$ cat config.mk
export PLATFORM = sky130hd
export DESIGN_NAME = piso_tx
export DESIGN_NICKNAME = d
export VERILOG_FILES = /design/src/rtl/piso_tx_pkg.sv /design/src/rtl/piso_tx_bit_timer.sv /design/src/rtl/piso_tx.sv
export SDC_FILE = /design/constraint.sdc
export NUM_CORES = 1
export LEC_CHECK = 0
export BUFFER_PORTS_ARGS = -buffer_cell sky130_fd_sc_hd__buf_2
export CORE_MARGIN = 3
export CORE_UTILIZATION = 45
export CTS_CLUSTER_SIZE = 25
export DETAILED_ROUTE_END_ITERATION = 7
export PLACE_DENSITY = 0.66
export SYNTH_ARGS = -nofsm -noshare
export SYNTH_HDL_FRONTEND = slang
export SYNTH_SLANG_ARGS = --single-unit
$ cat constraint.sdc
create_clock -name clk -period 1.9 [get_ports clk]
set_clock_uncertainty 0.05 [all_clocks]
set_input_delay 0.285 -clock clk [delete_from_list [all_inputs] [get_ports clk]]
set_output_delay 0.285 -clock clk [all_outputs]
set_load 0.03 [all_outputs]
$ cat src/rtl/piso_tx_pkg.sv
// Shared types and constants for the framed serial transmitter.
// The state encoding is used by piso_tx; the parity constants select even or odd parity.
package piso_tx_pkg;

    typedef enum logic [2:0] {
        IDLE,
        START,
        DATA,
        PARITY,
        STOP
    } state_t;

    localparam int PARITY_EVEN = 0;
    localparam int PARITY_ODD  = 1;

endpackage

$ cat src/rtl/piso_tx_bit_timer.sv
// Bit-period timer: counts 0..CLKS_PER_BIT-1 and flags the last clock of each serial bit.
// A synchronous clear restarts the count so every state begins a fresh bit period.
module piso_tx_bit_timer #(
    parameter int CLKS_PER_BIT = 4
) (
    input  logic clk,
    input  logic rst_n,
    input  logic clear,
    output logic bit_end
);

    localparam int CW = (CLKS_PER_BIT > 1) ? $clog2(CLKS_PER_BIT) : 1;
    localparam logic [CW-1:0] LAST = CW'(CLKS_PER_BIT - 1);

    logic [CW-1:0] cnt;

    always_ff @(posedge clk or negedge rst_n) begin
        if (!rst_n) begin
            cnt <= '0;
        end else if (clear || cnt == LAST) begin
            cnt <= '0;
        end else begin
            cnt <= cnt + CW'(1);
        end
    end

    assign bit_end = (cnt == LAST);

endmodule

$ cat src/rtl/piso_tx.sv
// Framed serial transmitter: start bit, WIDTH data bits LSB-first, optional parity, stop bit.
// Every output is decoded from registered state only, so sout has no path from the inputs.
module piso_tx
    import piso_tx_pkg::*;
#(
    parameter int WIDTH        = 8,
    parameter int CLKS_PER_BIT = 4,
    parameter int PARITY_EN    = 1,
    parameter int PARITY_ODD   = PARITY_EVEN
) (
    input  logic             clk,
    input  logic             rst_n,
    input  logic [WIDTH-1:0] din,
    input  logic             din_valid,
    output logic             din_ready,
    output logic             sout,
    output logic             busy,
    output logic             done
);

    localparam int BW = (WIDTH > 1) ? $clog2(WIDTH) : 1;
    localparam logic [BW-1:0] LAST_BIT = BW'(WIDTH - 1);
    localparam logic PAR_INIT = (PARITY_ODD != PARITY_EVEN);

    state_t         state;
    state_t         state_next;
    logic [WIDTH-1:0] shreg;
    logic [BW-1:0]  bitcnt;
    logic           par;
    logic           bit_end;
    logic           timer_clear;
    logic           last_bit;

    assign last_bit    = (bitcnt == LAST_BIT);
    // Timer idles at zero and restarts whenever the state is about to change.
    assign timer_clear = (state == IDLE) || (state_next != state);

    piso_tx_bit_timer #(
        .CLKS_PER_BIT(CLKS_PER_BIT)
    ) u_timer (
        .clk    (clk),
        .rst_n  (rst_n),
        .clear  (timer_clear),
        .bit_end(bit_end)
    );

    always_ff @(posedge clk or negedge rst_n) begin
        if (!rst_n) begin
            state <= IDLE;
        end else begin
            state <= state_next;
        end
    end

    always_comb begin
        state_next = state;
        case (state)
            IDLE:   if (din_valid) state_next = START;
            START:  if (bit_end) state_next = DATA;
            DATA:   if (bit_end && last_bit) state_next = (PARITY_EN != 0) ? PARITY : STOP;
            PARITY: if (bit_end) state_next = STOP;
            STOP:   if (bit_end) state_next = IDLE;
            default: state_next = IDLE;
        endcase
    end

    // Parity is folded in bit by bit as data leaves, seeded with the odd/even selector.
    always_ff @(posedge clk or negedge rst_n) begin
        if (!rst_n) begin
            shreg  <= '0;
            bitcnt <= '0;
            par    <= 1'b0;
            done   <= 1'b0;
        end else begin
            done <= (state == STOP) && bit_end;
            if (state == IDLE && din_valid) begin
                shreg  <= din;
                bitcnt <= '0;
                par    <= PAR_INIT;
            end else if (state == DATA && bit_end) begin
                shreg  <= shreg >> 1;
                par    <= par ^ shreg[0];
                bitcnt <= last_bit ? '0 : bitcnt + BW'(1);
            end
        end
    end

    always_comb begin
        din_ready = (state == IDLE);
        busy      = (state != IDLE);
        sout      = 1'b1;
        case (state)
            IDLE:    sout = 1'b1;
            START:   sout = 1'b0;
            DATA:    sout = shreg[0];
            PARITY:  sout = par;
            STOP:    sout = 1'b1;
            default: sout = 1'b1;
        endcase
    end

endmodule
==> results.cfg <==
[logic_synthesis]
synth_area_um2 = 893
synth_sequential_area_ratio_pct = 50.4
postSynthNetCount = 90
ys_ff_latch = 18
syn-instance-count = 76
synthFlopType = dfrtp_1
syn_avg_cell_area_um2 = 11.8
yosysWarnings = 0
synthArstFlopShare_pct = 100
synth_enable_flop_cells = 0
ys_types = 31

[clock_tree]
clk_pin_slew_ns = 0.10
cts_root_buf = clkbuf_4
tritoncts.num_buffers = 3
h_tree_lvls = 1
clock_path_buffers = 2
clock_tree_from_tritoncts = done
clock_sinks = 18
clkLatencyLatePin_ns = 0.29

[floorplan]
initial_utilization_pct = 49.6
dieHeight_um = 50.6
num_rows = 15
die_width_um = 50.6
io-pin-count = 15
die_footprint_um2 = 2560
design.core.area_um2 = 1800

[global_route]
grt_start_max_net_pins = 19
antenna_found_initial = 0
wire_length_of_the_first_global_routing_pass_um = 2590
grt_pass1_vias = 539
aggregate_global_routing_overflow = 0
globalRouteTotalUtil_pct = 13.6

[pwr]
power_density_nw_per_um2 = 846
max-vdd-ir-drop_v = 0.000382
power.leakage_nw = 0.513

[timing]
setup_total_negative_slack_ns = 0
setup_violations = 0
final_critical_path_setup_slack_ns = 0.0883
maxSlewHeadroom_pct = 74.2
finalWorstPathRequiredPeriod_ns = 1.81
final_max_slew_viol_count = 0
hold_viol_final = 0
tightest_slew_ns = 0.385
maxClockFrequency_ghz = 0.552
tcrit_tclk_final_pct = 95.4
setup_repair_after_global_routing_missed_its_margin = false

[detailed_routing]
detail_route_met3_wl_um = 37
route.top_layer_used = met4
detail_route.wirelength.met1_um = 760
wl_per_cell_um = 13.2
postRouteWirelength_um = 1510
drc_errors_left = 0
drt_pass1_iterations = 4
average_via_count_per_standard_cell = 5.28
drt_iter0_drc = 7
dr_total_vias = 607
wl_met2_um = 704
drtAntennaViolNets = 0

[critical_path]
crit_path_max_fanout = 12
instance_count_on_the_critical_path = 3
timing.critical_path.from = state[1]
r2r-start = u_timer.cnt[0]
cp-end-kind = primary output
worstSetupPathType = register to primary output
worst-path-buf-inv = 2
crit_path_cell_trace = or3_1 > inv_1 > buf_2
timing.critical_path.slowest_stage_cell = dfrtp_2
worst_ep_required_time_ns = 1.56
worst_r2r_path_cells = 4
timing.critical_path.max_delay_family = flip-flops
cp_slowest_stage_delay_ns = 0.52
critPathArrivalTime_ns = 1.48
regToRegEndpoint = shreg[6]
worst_setup_path_endpoint = din_ready
reg2reg_slack_ns = 0.25
critical_path.startpoint_type = register

[final_layout]
total_inserted_antenna_cells = 0
num-fill-cells = 167
syn2layout_area_growth_pct = 12.0
layout-drive-gt1-share_pct = 30.0
final_core_util_pct = 55.6
nets = 105

[placed_design]
placement.io_buffers = 14
detailedPlacementHpwl_um = 1080
gp_routability_congestion = 0.742
pre_cts_slack_ns = 0.252

[worst_hold_path]
hp-start = din[7]
min-delay-path-class = input port to register

[run]
timing.max_cap.violations = 0

[run_status]
outcome = completed
[cells in the mapped netlist (all sizes together) (2+ instances only)]
cell type	instances	area, um2
mux2	2	22.5
or3	2	12.5
buf	6	51.3
a21oi	2	10.0
nand2	4	15.0
a21o	5	37.5
nor3	2	10.0
inv	3	11.3
o21ai	3	15.0
nor2	5	21.3
dfrtp	18	450
a22o	9	78.8
ha	3	37.5
[cell families after synthesis]
logic type,synth area share [%]
xor+xnor,0.981
mux,2.52
flops,50.4
simple gates,16.1
compound gates,18.8
buf+inv,7.00
fa+ha+maj,4.20
[timing repair]
action                                  in CTS  in global routing
endpoints found under the hold margin       18                  0
hold buffers                                 1                  0
gates resized for setup                      0                  3
endpoints found under the setup margin       0                  3
setup buffers                                0                  0
[power breakdown]
part           switching, mW  internal, mW  leakage [nW]
clock network          0.117         0.117        0.0210
logic                 0.0799        0.0733         0.264
registers             0.0378         0.422         0.228
[layout by cell type (no fill, tap or decap), types with 2 or more instances in the layout]
cell type / synthesis / layout
or3_1: 2 / 2
buf_2: 2 / 14
dfrtp_1: 18 / 15
ha_1: 3 / 3
a22o_1: 9 / 9
a21oi_1: 2 / 2
inv_1: 2 / 2
nor3_1: 2 / 2
clkbuf_4: 0 / 3
nor2_1: 4 / 4
nand2_1: 4 / 4
o21ai_1: 2 / 2
a21o_1: 5 / 5
dfrtp_2: 0 / 3
[metal layers]
metal	track usage, %	up-vias
met1	21.3	296
met4	5.38	0
li1	-	304
met5	0	-
met2	18.0	5
met3	2.67	2
[through the flow]
stage	hold slack, ns	std cells	power [mW]	cell area (um2)
after floorplan	-0.0606	76	0.580	893
after global placement	0.189	110	0.614	951
after detailed placement	0.186	110	0.620	951
after CTS	0.150	115	0.856	997
after global routing	0.159	115	0.900	1000
final	0.163	115	0.847	1000
[worst min path at each step]
stage	slack, ns	cells after the start	to
finish	0.16	2	shreg[7]
global route	0.16	2	shreg[6]
CTS	0.15	2	shreg[7]
global placement	0.19	1	state[2]
detailed placement	0.19	1	state[2]
floorplan	-0.06	0	bitcnt[0]
[sequential cells by signal, summed over array words and instances, names as in the netlist]
| register | count |
|---|---|
| bitcnt | 3 |
| shreg | 8 |
| par | 1 |
| done | 1 |
| state | 3 |
| u_timer.cnt | 2 |
[cell type report]
type	count	area, um2	area share, %
sequential	18	454	45.4
multi-input combinational	49	380	38.0
timing repair buffer	16	87.6	8.75
clock buffer	4	36.3	3.62
tap	25	31.3	3.13
inverter	3	11.3	1.13
(Power assumes the default switching activity.)
